===== src/rtl/offnariscv_pkg.sv =====
// Shared types and constants for the issue-stage scoreboard.
// Holds the scoreboard FSM encoding and the default in-flight limit.
package offnariscv_pkg;

    typedef enum logic {
        SB_RUN   = 1'b0,
        SB_DRAIN = 1'b1
    } sb_state_t;

    localparam int SB_MAX_INFLIGHT = 4;
    localparam int SB_NUM_REGS     = 32;

endpackage


===== src/rtl/issue_scoreboard_if.sv =====
// Dispatch / writeback / status bundle between the issue stage and the scoreboard.
// master = pipeline side driving requests, slave = scoreboard.
interface issue_scoreboard_if;

    logic        disp_valid;
    logic [4:0]  disp_rd;
    logic [4:0]  disp_rs1;
    logic [4:0]  disp_rs2;
    logic        disp_rs1_use;
    logic        disp_rs2_use;
    logic        disp_ready;
    logic        wb_valid;
    logic [4:0]  wb_rd;
    logic        flush;
    logic [31:0] busy;
    logic [3:0]  inflight_cnt;
    logic        draining;
    logic        err;

    modport master (
        output disp_valid, disp_rd, disp_rs1, disp_rs2, disp_rs1_use, disp_rs2_use,
        output wb_valid, wb_rd, flush,
        input  disp_ready, busy, inflight_cnt, draining, err
    );

    modport slave (
        input  disp_valid, disp_rd, disp_rs1, disp_rs2, disp_rs1_use, disp_rs2_use,
        input  wb_valid, wb_rd, flush,
        output disp_ready, busy, inflight_cnt, draining, err
    );

endinterface


===== src/rtl/issue_scoreboard.sv =====
// In-order issue scoreboard: RAW/WAW hazard check, per-register busy mask, in-flight counter.
// disp_ready is combinational from registered state only; writebacks take effect at the next edge.
module issue_scoreboard
    import offnariscv_pkg::*;
#(
    parameter int MAX_INFLIGHT = SB_MAX_INFLIGHT
) (
    input  logic              clk,
    input  logic              rst,
    issue_scoreboard_if.slave sb
);

    localparam logic [3:0] MAX_CNT = 4'(MAX_INFLIGHT);

    sb_state_t   state_q, state_d;
    logic [31:0] busy_q, busy_d;
    logic [3:0]  cnt_q, cnt_d;
    logic        err_q, err_d;

    logic disp_ready;
    logic disp_fire;
    logic raw_hazard;
    logic waw_hazard;
    logic wb_bad;
    logic wb_ok;

    // Hazard check looks only at registered busy bits, so a same-cycle writeback never bypasses.
    always_comb begin
        raw_hazard = (sb.disp_rs1_use && busy_q[sb.disp_rs1]) ||
                     (sb.disp_rs2_use && busy_q[sb.disp_rs2]);
        waw_hazard = busy_q[sb.disp_rd];
        disp_ready = (state_q == SB_RUN) && !sb.flush && (cnt_q < MAX_CNT) &&
                     !raw_hazard && !waw_hazard;
        disp_fire  = sb.disp_valid && disp_ready;
        wb_bad     = sb.wb_valid &&
                     ((cnt_q == 4'd0) || ((sb.wb_rd != 5'd0) && !busy_q[sb.wb_rd]));
        wb_ok      = sb.wb_valid && !wb_bad;
    end

    always_comb begin
        busy_d = busy_q;
        cnt_d  = cnt_q;
        err_d  = err_q | wb_bad;
        if (wb_ok) begin
            busy_d[sb.wb_rd] = 1'b0;
        end
        if (disp_fire) begin
            busy_d[sb.disp_rd] = 1'b1;
        end
        busy_d[0] = 1'b0;
        case ({disp_fire, wb_ok})
            2'b10:   cnt_d = cnt_q + 4'd1;
            2'b01:   cnt_d = cnt_q - 4'd1;
            default: cnt_d = cnt_q;
        endcase
    end

    // DRAIN exits on the registered count, so an empty flush still costs one cycle.
    always_comb begin
        state_d = state_q;
        case (state_q)
            SB_RUN: begin
                if (sb.flush) begin
                    state_d = SB_DRAIN;
                end
            end
            SB_DRAIN: begin
                if (!sb.flush && (cnt_q == 4'd0)) begin
                    state_d = SB_RUN;
                end
            end
            default: state_d = SB_RUN;
        endcase
    end

    always_ff @(posedge clk or negedge rst) begin
        if (!rst) begin
            state_q <= SB_RUN;
            busy_q  <= '0;
            cnt_q   <= '0;
            err_q   <= 1'b0;
        end else begin
            state_q <= state_d;
            busy_q  <= busy_d;
            cnt_q   <= cnt_d;
            err_q   <= err_d;
        end
    end

    assign sb.disp_ready   = disp_ready;
    assign sb.busy         = busy_q;
    assign sb.inflight_cnt = cnt_q;
    assign sb.draining     = (state_q == SB_DRAIN);
    assign sb.err          = err_q;

endmodule


===== src/flat_wrapper.sv =====
// flat-port wrapper written by rule: the top's interface ports become plain ports
module issue_scoreboard_flat import offnariscv_pkg::*;
#(
    parameter int MAX_INFLIGHT = SB_MAX_INFLIGHT
)
  (clk, rst, sb_disp_valid, sb_disp_rd, sb_disp_rs1, sb_disp_rs2, sb_disp_rs1_use, sb_disp_rs2_use, sb_wb_valid, sb_wb_rd, sb_flush, sb_disp_ready, sb_busy, sb_inflight_cnt, sb_draining, sb_err);
  issue_scoreboard_if sb_i ();
  input  logic clk;
  input  logic rst;
  input wire logic [$bits(sb_i.disp_valid)-1:0] sb_disp_valid;
  input wire logic [$bits(sb_i.disp_rd)-1:0] sb_disp_rd;
  input wire logic [$bits(sb_i.disp_rs1)-1:0] sb_disp_rs1;
  input wire logic [$bits(sb_i.disp_rs2)-1:0] sb_disp_rs2;
  input wire logic [$bits(sb_i.disp_rs1_use)-1:0] sb_disp_rs1_use;
  input wire logic [$bits(sb_i.disp_rs2_use)-1:0] sb_disp_rs2_use;
  input wire logic [$bits(sb_i.wb_valid)-1:0] sb_wb_valid;
  input wire logic [$bits(sb_i.wb_rd)-1:0] sb_wb_rd;
  input wire logic [$bits(sb_i.flush)-1:0] sb_flush;
  output wire logic [$bits(sb_i.disp_ready)-1:0] sb_disp_ready;
  output wire logic [$bits(sb_i.busy)-1:0] sb_busy;
  output wire logic [$bits(sb_i.inflight_cnt)-1:0] sb_inflight_cnt;
  output wire logic [$bits(sb_i.draining)-1:0] sb_draining;
  output wire logic [$bits(sb_i.err)-1:0] sb_err;
  assign sb_i.disp_valid = sb_disp_valid;
  assign sb_i.disp_rd = sb_disp_rd;
  assign sb_i.disp_rs1 = sb_disp_rs1;
  assign sb_i.disp_rs2 = sb_disp_rs2;
  assign sb_i.disp_rs1_use = sb_disp_rs1_use;
  assign sb_i.disp_rs2_use = sb_disp_rs2_use;
  assign sb_i.wb_valid = sb_wb_valid;
  assign sb_i.wb_rd = sb_wb_rd;
  assign sb_i.flush = sb_flush;
  assign sb_disp_ready = sb_i.disp_ready;
  assign sb_busy = sb_i.busy;
  assign sb_inflight_cnt = sb_i.inflight_cnt;
  assign sb_draining = sb_i.draining;
  assign sb_err = sb_i.err;
  issue_scoreboard #(.MAX_INFLIGHT(MAX_INFLIGHT)) u_core (.clk(clk), .rst(rst), .sb(sb_i));
endmodule

===== config.mk =====
export PLATFORM = sky130hd
export DESIGN_NAME = issue_scoreboard_flat
export DESIGN_NICKNAME = d
export VERILOG_FILES = /design/src/rtl/offnariscv_pkg.sv /design/src/rtl/issue_scoreboard_if.sv /design/src/rtl/issue_scoreboard.sv /design/src/flat_wrapper.sv
export SDC_FILE = /design/constraint.sdc
export NUM_CORES = 1
export LEC_CHECK = 0
export CORE_MARGIN = 5
export CORE_UTILIZATION = 52
export DETAILED_ROUTE_END_ITERATION = 8
export GPL_ROUTABILITY_DRIVEN = 0
export PLACE_DENSITY_LB_ADDON = 0.2
export SKIP_LAST_GASP = 1
export SLEW_MARGIN = 20
export SYNTH_ARGS = -nofsm -noshare
export SYNTH_HDL_FRONTEND = slang
export SYNTH_SLANG_ARGS = --single-unit

===== constraint.sdc =====
create_clock -name clk -period 4.7 [get_ports clk]
set_input_delay 0.94 -clock clk [delete_from_list [all_inputs] [get_ports clk]]
set_output_delay 0.94 -clock clk [all_outputs]
set_load 0.05 [all_outputs]

### After elaboration in Yosys (flattened, before gate mapping)

Index checks and enable logic that the tools add are counted.

* register bits: 37
* bits of input ports: 27
* output and inout port bits: 39
* logic and storage cells: 61

* add/subtract/negate cells: 2
* magnitude comparators: 7
* equality and inequality tests: 2
* muxes and demuxes: 18
* bitwise logic cells: 5
* reduce and logical (&&, ||, !) cells: 23

Operators with widths (count)
* $mux 32: 2
* $and 32x32->32: 1
* $not 32->32: 1
* $or 32x32->32: 1
* $lt 5x6->1 const B: 4
* $bmux 1 s5: 4
* $logic_and 1x1->1: 13
* $demux 1 s5: 2
* $ge 5x1->1 const B: 2
* $mux 1: 8
* $pmux 4 s2: 1
* $logic_not 1->1: 5
* $reduce_bool 5->1: 1
* $add 4x1->4 const B: 1
* $logic_not 4->1: 1
* $lt 4x3->1 const B: 1
* $sub 4x1->4 const B: 1
* $eq 2x1->1 const B: 1
* $eq 2x2->1 const B: 1
* $logic_or 1x1->1: 2
* $pmux 1 s2: 1
* $reduce_bool 2->1: 1
* $not 1->1: 1
* $or 1x1->1: 1

### Longest topological paths before layout

Gate-level depths: netlist (run 1).

* depth after elaboration: 11
* mapped depth: 14
* gate-level depth less buffers: 13

### Worst setup path before layout (run 1)

OpenSTA, ideal clock, no wires.

* path kind: input port to output port
* start: input sb_disp_rd[0]
* end: output sb_disp_ready
* arrival: 3.213 ns
* required time: 3.760 ns
* path slack: 0.547 ns
* stages on the path: 8
* buffers on the path: 2
* path through: buf_2 mux4_2 nand2_1 o21ai_0 nand4b_1 a2111o_1 buf_6 nor2_1

* cells in the longest elaborated chain, start to end: 4

RTL lines
* start, declared: RTL line flat_wrapper.sv:11 `input wire logic [$bits(sb_i.disp_rd)-1:0] sb_disp_rd;`
* $bmux 1 s5: RTL line issue_scoreboard.sv:31 `waw_hazard = busy_q[sb.disp_rd];`
* $mux 1 (implied by the code): RTL line issue_scoreboard.sv:31
* $logic_not 1->1: RTL line issue_scoreboard.sv:33 `!raw_hazard && !waw_hazard;`
* $logic_and 1x1->1: RTL line issue_scoreboard.sv:33
* end, declared: RTL line flat_wrapper.sv:19 `output wire logic [$bits(sb_i.disp_ready)-1:0] sb_disp_ready;`

No other way between the ends. The select of a mux whose other input is x is not followed.

### Worst setup path after layout (run 1)

* start: input sb_disp_rs2[0]
* end: output sb_disp_ready

* cells in the longest elaborated chain, start to end: 7

RTL lines
* start, declared: RTL line flat_wrapper.sv:13 `input wire logic [$bits(sb_i.disp_rs2)-1:0] sb_disp_rs2;`
* $bmux 1 s5: RTL line issue_scoreboard.sv:30 `(sb.disp_rs2_use && busy_q[sb.disp_rs2]);`
* $mux 1 (implied by the code): RTL line issue_scoreboard.sv:30
* $logic_and 1x1->1: RTL line issue_scoreboard.sv:30
* $logic_or 1x1->1: RTL line issue_scoreboard.sv:29 `raw_hazard = (sb.disp_rs1_use && busy_q[sb.disp_rs1]) ||`
* $logic_not 1->1: RTL line issue_scoreboard.sv:33
* $logic_and 1x1->1: RTL line issue_scoreboard.sv:32 `disp_ready = (state_q == SB_RUN) && !sb.flush && (cnt_q < MAX_CNT) &&`
* $logic_and 1x1->1: RTL line issue_scoreboard.sv:33

No other way between the ends. The select of a mux whose other input is x is not followed.

==> key figures, run 1 <==
Status
  • Status: complete, no violations

Setup path
  • Worst reg2reg path depth: 13
  • Worst reg2reg setup slack: 1230 ps
  • Reg2reg start: u_core.sb.busy[23]$_DFF_PN0_
  • Crit-path cells: clkdlybuf4s50_1 > mux4_1 > nor2_1 > or4_1 > nand4_1 > a2111o_1 > buf_4 > nor2_1 > buf_12
  • RR Endpoint: u_core.sb.inflight_cnt[3]$_DFFE_PN0P_
  • Maximum fanout along the worst path: 32
  • CP Depth: 9
  • Most used cell, CP: nor2_1
  • Cell family with most CP delay: buffers and inverters
  • Critical Path End: sb_disp_ready
  • Crit Path Category: in2out
  • WP buf/inv: 3
  • CP arrival: 3590 ps
  • Crit end category: output port
  • Crit-path slowest cell: clkdlybuf4s50_1
  • Critical path required time: 3760 ps
  • Startpoint type of the worst setup path: primary input
  • Slowest stage delay, CP: 590 ps
  • Crit path from: sb_disp_rs2[0]

Placed design
  • DP HPWL: 7450 um
  • PortBufs: 64

Yosys
  • EDFF count, synth: 0
  • Predominant post-synthesis flop cell: dfrtp_1
  • Number of synthesized register bits: 37
  • Mapped Area: 3050 um^2
  • Synth cell types: 54
  • Syn Area/Cell: 9.91 um^2
  • Asr flop ratio synth: 100%
  • Mapped Nets: 339
  • Synth Warn #: 0
  • Synth Instances: 308
  • Sequential cell area fraction in the yosys report: 30.3%

Global route
  • Vias in the first global route: 3,099
  • Global-route wire length before repair: 16,400 um
  • Total GRT Usage: 28.7%
  • GRT overflow: 0
  • Largest net degree at the start of global routing: 38
  • Initial antenna violation count: 0

STA
  • Slew margin rel.: 27.3%
  • Hold Vio Cnt, Final: 0
  • Final setup TNS: 0 ps
  • # setup viols final: 0
  • Post-route clock period utilization: 96.4%
  • Setup Skew: 8.27 ps
  • Worst slew pin tran: 1080 ps
  • Tmin final: 4530 ps
  • RSZ-0062 raised after global routing: false
  • Max-slew violations: 0
  • Maximum clock frequency: 221 MHz

Finish
  • Antenna fix cells: 0
  • Layout cell share with drive strength beyond 1: 15.9%
  • Layout area overhead: 27.3%
  • Final #Nets: 402
  • Most frequent cells in the layout: 62 x o31ai_1, 62 x clkdlybuf4s50_1, 41 x nand2_1

Detailed routing
  • WL per Instance: 23.9 um
  • Via count: 3,126
  • DRT Wirelength: 10,700 um
  • Met1 wire length: 4080 um
  • Met3 routed WL: 1440 um
  • Drt first pass iters: 5
  • Top Layer Used: met4
  • Iter 0 DRT Violations: 545
  • Met2 wire length: 4710 um
  • DR DRC count: 0
  • Via density: 6.99
  • Antenna Violating Nets Remaining: 0

Clocking
  • Hold Buf Count CTS: 0
  • Worst-path clk slew: 70 ps
  • Latest clock arrival within the worst-skew pair: 290 ps
  • CTS max path bufs: 2
  • Clock Sink Count: 37
  • Root Driver: clkbuf_8
  • Post-CTS sizing: 0
  • Post-CTS Setup Bufs: 0
  • H-Tree Depth: 2
  • CTS tree: built
  • CTS Buf Count: 5

Floorplan
  • Initial Util: 52.5%
  • Die area: 7500 um^2
  • Num rows: 28
  • Chip width: 86.6 um
  • IO Pins: 66
  • Die Y: 86.6 um
  • Core Area: 5820 um^2

Power and ir drop
  • Maximum VDD drop: 278 uV
  • Leak: 0.00147 uW
  • Pwr Density: 316 nW/um^2
  • Tot Pwr: 1230 uW

Run
  • Max Cap Viol: 0

Min path
  • Hold Path Class: reg2reg
## synth_stat cells, drive strengths merged, types with 3 or more instances
cell    instances  share of area (%)
nand3           3               0.49
inv             9                1.1
nand2b          9                1.8
o21ai           3               0.49
nand3b          5                1.2
nand2          41                5.0
a21o            3               0.74
a22oi           5                1.2
buf            12                2.8
nor3b           4               0.98
dfrtp          37                 30
nor2           12                1.5
mux2i          11                3.6
mux4           21                 16
or3b            3               0.86
nor2b           4               0.82
clkbuf         12                1.5
ha              3                1.2
mux2            8                3.0
nor3            4               0.66
or3             3               0.62
o31ai          62                 15
## worst min-delay path by stage
| stage | to | slack, ps | cells past startpoint | from |
|---|---|---|---|---|
| after global placement | u_core.sb.err$_DFF_PN0_ | 450 | 1 | u_core.sb.err$_DFF_PN0_ |
| after detailed placement | u_core.sb.err$_DFF_PN0_ | 450 | 1 | u_core.sb.err$_DFF_PN0_ |
| after floorplan | u_core.sb.busy[10]$_DFF_PN0_ | 640 | 0 | rst |
| after global routing | u_core.sb.err$_DFF_PN0_ | 490 | 1 | u_core.sb.err$_DFF_PN0_ |
| final | u_core.sb.err$_DFF_PN0_ | 470 | 1 | u_core.sb.err$_DFF_PN0_ |
| after CTS | u_core.sb.err$_DFF_PN0_ | 480 | 1 | u_core.sb.err$_DFF_PN0_ |
## worst reg2reg max path, delay by kind of cell (launching register included)
| family | cells | cell delay [ps] |
|---|---|---|
| AOI/OAI and AO/OA | 4 | 830 |
| xor gates and xnor gates | 2 | 280 |
| adders and majority gates | 2 | 510 |
| DFF | 1 | 510 |
| muxes | 1 | 520 |
| and+or+nand+nor | 4 | 730 |
## power breakdown
group | internal, uW | switching, uW | total (uW)
Sequential | 361 | 83.2 | 444
Combinational | 210 | 328 | 538
Clock | 133 | 114 | 246
## layer usage
metal	GRT usage (%)	up-vias
li1	-	1332
met3	8.37	53
met2	43.8	286
met4	11.6	0
met5	0	-
met1	38.4	1455
## stage by stage
step	worst slack [ps]	hold WS [ps]	util (%)	instance area, um^2	std cells
after floorplan	547	644	-	3050	308
after global placement	204	445	65.1	3780	439
after detailed placement	165	448	65.1	3780	439
after CTS	207	475	66.8	3890	447
after global routing	25.3	494	66.8	3890	447
final	171	473	66.8	3890	447
## cell type report
type                    instances  area (um^2)
inverters                       9         33.8
repair buffers                 80          766
flip-flops and latches         37          926
well taps                      75         93.8
clock inverters                 1         5.00
fillers                       478         1930
clock buffers                   7         96.3
multi-input cells             238         1970
## state kept, by name, indices dropped and copies added, names as in the netlist
name                    count
u_core.sb.inflight_cnt      4
u_core.sb.draining          1
u_core.sb.busy             31
u_core.sb.err               1
## logic make-up (layout without fill, tap and decap cells)
kind of cell / Yosys count / after routing / share of synthesized area [%]
other cells: 1 / 1 / 0.123
fa+ha+maj: 4 / 4 / 1.89
compound gates: 90 / 90 / 22.3
buf+inv: 33 / 97 / 5.37
flops: 37 / 37 / 30.3
xor+xnor: 4 / 4 / 1.15
simple gates: 99 / 99 / 16.6
mux: 40 / 40 / 22.2
Note: power is estimated with default switching activity, not from simulation.
==> run 2, diff against run 1 <==
- ABC_AREA: default -> 1
- CORE_UTILIZATION: 52 -> 54
- clock period: 4.7 -> 4.3 ns (I/O delays scaled with it)
==> key figures, run 2 <==
Floorplan
  • Die area: 8250 um^2
  • Num rows: 29
  • Core Area: 6350 um^2
  • Initial Util: 55.5%
  • Chip width: 90.8 um
  • IO Pins: 66
  • Die Y: 90.8 um

Yosys
  • Synth Instances: 607
  • Syn Area/Cell: 5.81 um^2
  • Synth cell types: 32
  • Count leader, synth: nand2_1
  • Synth top area cells: dfrtp_1 26%, nand2_1 21%, nand3_1 10%
  • EDFF count, synth: 0
  • Number of synthesized register bits: 37
  • Mapped Nets: 638
  • Sequential cell area fraction in the yosys report: 26.3%
  • Synth area leader: dfrtp_1
  • Synth Warn #: 0
  • Predominant post-synthesis flop cell: dfrtp_1
  • Asr flop ratio synth: 100%
  • Mapped Area: 3530 um^2
  • Commonest cells in the netlist: 196 x nand2_1, 82 x nor2_1, 73 x nand3_1
  • Synth top area share: 26.3%

Min path
  • Hold depth: 1
  • Min-delay src: u_core.sb.err$_DFF_PN0_
  • Hold Path Class: reg2reg
  • Worst Hold Path EP: u_core.sb.err$_DFF_PN0_

Finish
  • Antenna fix cells: 0
  • Design area: 4270 um^2
  • Final #Nets: 691
  • Layout area overhead: 21.1%
  • Max FFs per register: 31
  • Layout cell share with drive strength beyond 1: 5.30%
  • FF/Latch Area: 926 um^2
  • Area occupied by multi-input gates: 2140 um^2
  • Finished Core Util: 67.2%
  • # fillers: 611
  • Most frequent cells in the layout: 196 x nand2_1, 82 x nor2_1, 73 x nand3_1
  • Commonest non-fill, non-tap cell in the layout: nand2_1

Setup path
  • Critical path required time: 4480 ps
  • Slowest stage delay, CP: 490 ps
  • RR Endpoint: u_core.sb.inflight_cnt[3]$_DFFE_PN0P_
  • Maximum fanout along the worst path: 13
  • Cell family with most CP delay: buffers and inverters
  • Reg2reg start: u_core.sb.inflight_cnt[3]$_DFFE_PN0P_
  • Startpoint type of the worst setup path: primary input
  • Most used cell, CP: nor2_1
  • Crit end category: flip-flop
  • Worst reg2reg setup slack: 1230 ps
  • CP arrival: 3950 ps
  • Crit-path slowest cell: clkdlybuf4s50_1
  • WP buf/inv: 3
  • Worst reg2reg path depth: 14
  • Crit Path Category: in2reg
  • Crit-path cells: clkdlybuf4s50_1 > inv_1 > nor2_2 > inv_1 > o21ai_0 > o21ai_0 > nand2_1 > nor2_1 > nand2_2 > nand2_1 > nor2_1 > ha_1 > ha_1 > nand2_1 > nor2_1 > a211oi_1 > nor2_1 > nor2_1 > nand2_1 > xnor2_1

Global route
  • Total GRT Usage: 29.8%
  • Largest net degree at the start of global routing: 38
  • Vias in the first global route: 4,118
  • Global-route wire length before repair: 20,000 um
  • Initial antenna violation count: 0
  • GRT overflow: 0

Power and ir drop
  • Leak: 0.00196 uW
  • Maximum VDD drop: 587 uV
  • Pwr Density: 390 nW/um^2
  • Tot Pwr: 1670 uW

STA
  • Setup Skew: 10.9 ps
  • Slew margin rel.: 33.8%
  • Maximum clock frequency: 265 MHz
  • Final setup TNS: 0 ps
  • Worst slew pin tran: 991 ps
  • Tmin final: 3770 ps
  • # setup viols final: 0
  • Post-route clock period utilization: 87.6%
  • RSZ-0062 raised after global routing: false
  • Max-slew violations: 0
  • Hold Vio Cnt, Final: 0
  • Fin worst setup slack: 533 ps

Detailed routing
  • WL per Instance: 16.9 um
  • Drt first pass iters: 7
  • Antenna Violating Nets Remaining: 0
  • Iter 0 DRT Violations: 630
  • Via count: 4,404
  • DRT Wirelength: 12,500 um
  • Via density: 5.97
  • DR DRC count: 0

Placed design
  • Area after DPL: 4160 um^2
  • Dpl ws: 278 ps
  • PortBufs: 64
  • DP HPWL: 9130 um

Clocking
  • H-Tree Depth: 2
  • Hold Buf Count CTS: 0
  • Clock Sink Count: 37
  • Post-CTS sizing: 0
  • CTS max path bufs: 2
  • Worst-path clk slew: 80 ps
  • CTS Buf Count: 5
  • Latest clock arrival within the worst-skew pair: 290 ps
  • Post-CTS Setup Bufs: 0
  • Root Driver: clkbuf_8
  • CTS tree: built

Run
  • Max Cap Viol: 0

Status
  • Status: complete, no violations
[run 2: cell count changes after synthesis, moves of 11 or more]
cell     previous run  this run
nand2_1            41       196
nand3_1             3        73
nor2_1             12        82
o31ai_1            62         0
inv_1               9        62
nand4_1             2        31
o21ai_0             2        30
mux4_2             20         0
nor3_1              4        18
mux2i_1            11         0
[run 2: power by group]
part           internal, uW  leakage [uW]  total (uW)  switching (uW)
logic                   255       0.00141         845             589
registers               411      0.000496         522             111
clock network           174     0.0000554         300             126
total                   841       0.00196        1670             826
[run 2: worst reg2reg max path: cells and delay by family (launching register included)]
| kind | cells | cell delay, ps |
|---|---|---|
| flops | 1 | 420 |
| buf+inv | 1 | 440 |
| simple gates | 9 | 1130 |
| fa+ha+maj | 2 | 560 |
| compound gates | 1 | 260 |
| xor+xnor | 1 | 130 |
[run 2: worst max-delay path by stage]
stage | slack [ps] | from | cells past startpoint | to
after floorplan | 950 | sb_disp_rd[1] | 21 | u_core.sb.inflight_cnt[3]$_DFFE_PN0P_
after global placement | 410 | sb_disp_rd[0] | 22 | u_core.sb.inflight_cnt[3]$_DFFE_PN0P_
after detailed placement | 280 | sb_wb_rd[1] | 19 | u_core.sb.inflight_cnt[3]$_DFFE_PN0P_
after CTS | 590 | sb_wb_rd[1] | 19 | u_core.sb.inflight_cnt[3]$_DFFE_PN0P_
after global routing | 250 | sb_wb_rd[1] | 20 | u_core.sb.inflight_cnt[3]$_DFFE_PN0P_
final | 530 | sb_wb_rd[1] | 20 | u_core.sb.inflight_cnt[3]$_DFFE_PN0P_
[run 2: cells by family after synthesis]
family,count (synthesis),synth area share [%]
DFF,37,26.3
buffers and inverters,100,13.1
and+or+nand+nor,407,49.6
adders and majority gates,4,1.63
xor gates and xnor gates,3,0.745
other,1,0.106
AOI/OAI and AO/OA,55,8.62
[run 2: layout make-up]
class	instances	share of cell area, %
Inverter	71	6.27
Multi-Input combinational cell	470	50.1
Clock inverter	2	0.909
Clock buffer	6	1.70
Tap cell	77	2.26
Sequential cell	37	21.7
Timing Repair Buffer	75	17.1
[run 2: through the flow]
| stage | hold slack, ps | instances |
|---|---|---|
| after detailed placement | 460 | 730 |
| after global routing | 528 | 738 |
| after global placement | 470 | 730 |
| after CTS | 491 | 738 |
| after floorplan | 564 | 607 |
| final | 492 | 738 |
[run 2: metal layers]
layer	global-route usage [%]	vias to the layer above	part of all wire, %
met1	37.6	1936	38
met4	17.5	0	5.9
met3	8.50	79	13
li1	-	2065	-
met5	0	-	0
met2	45.0	324	43
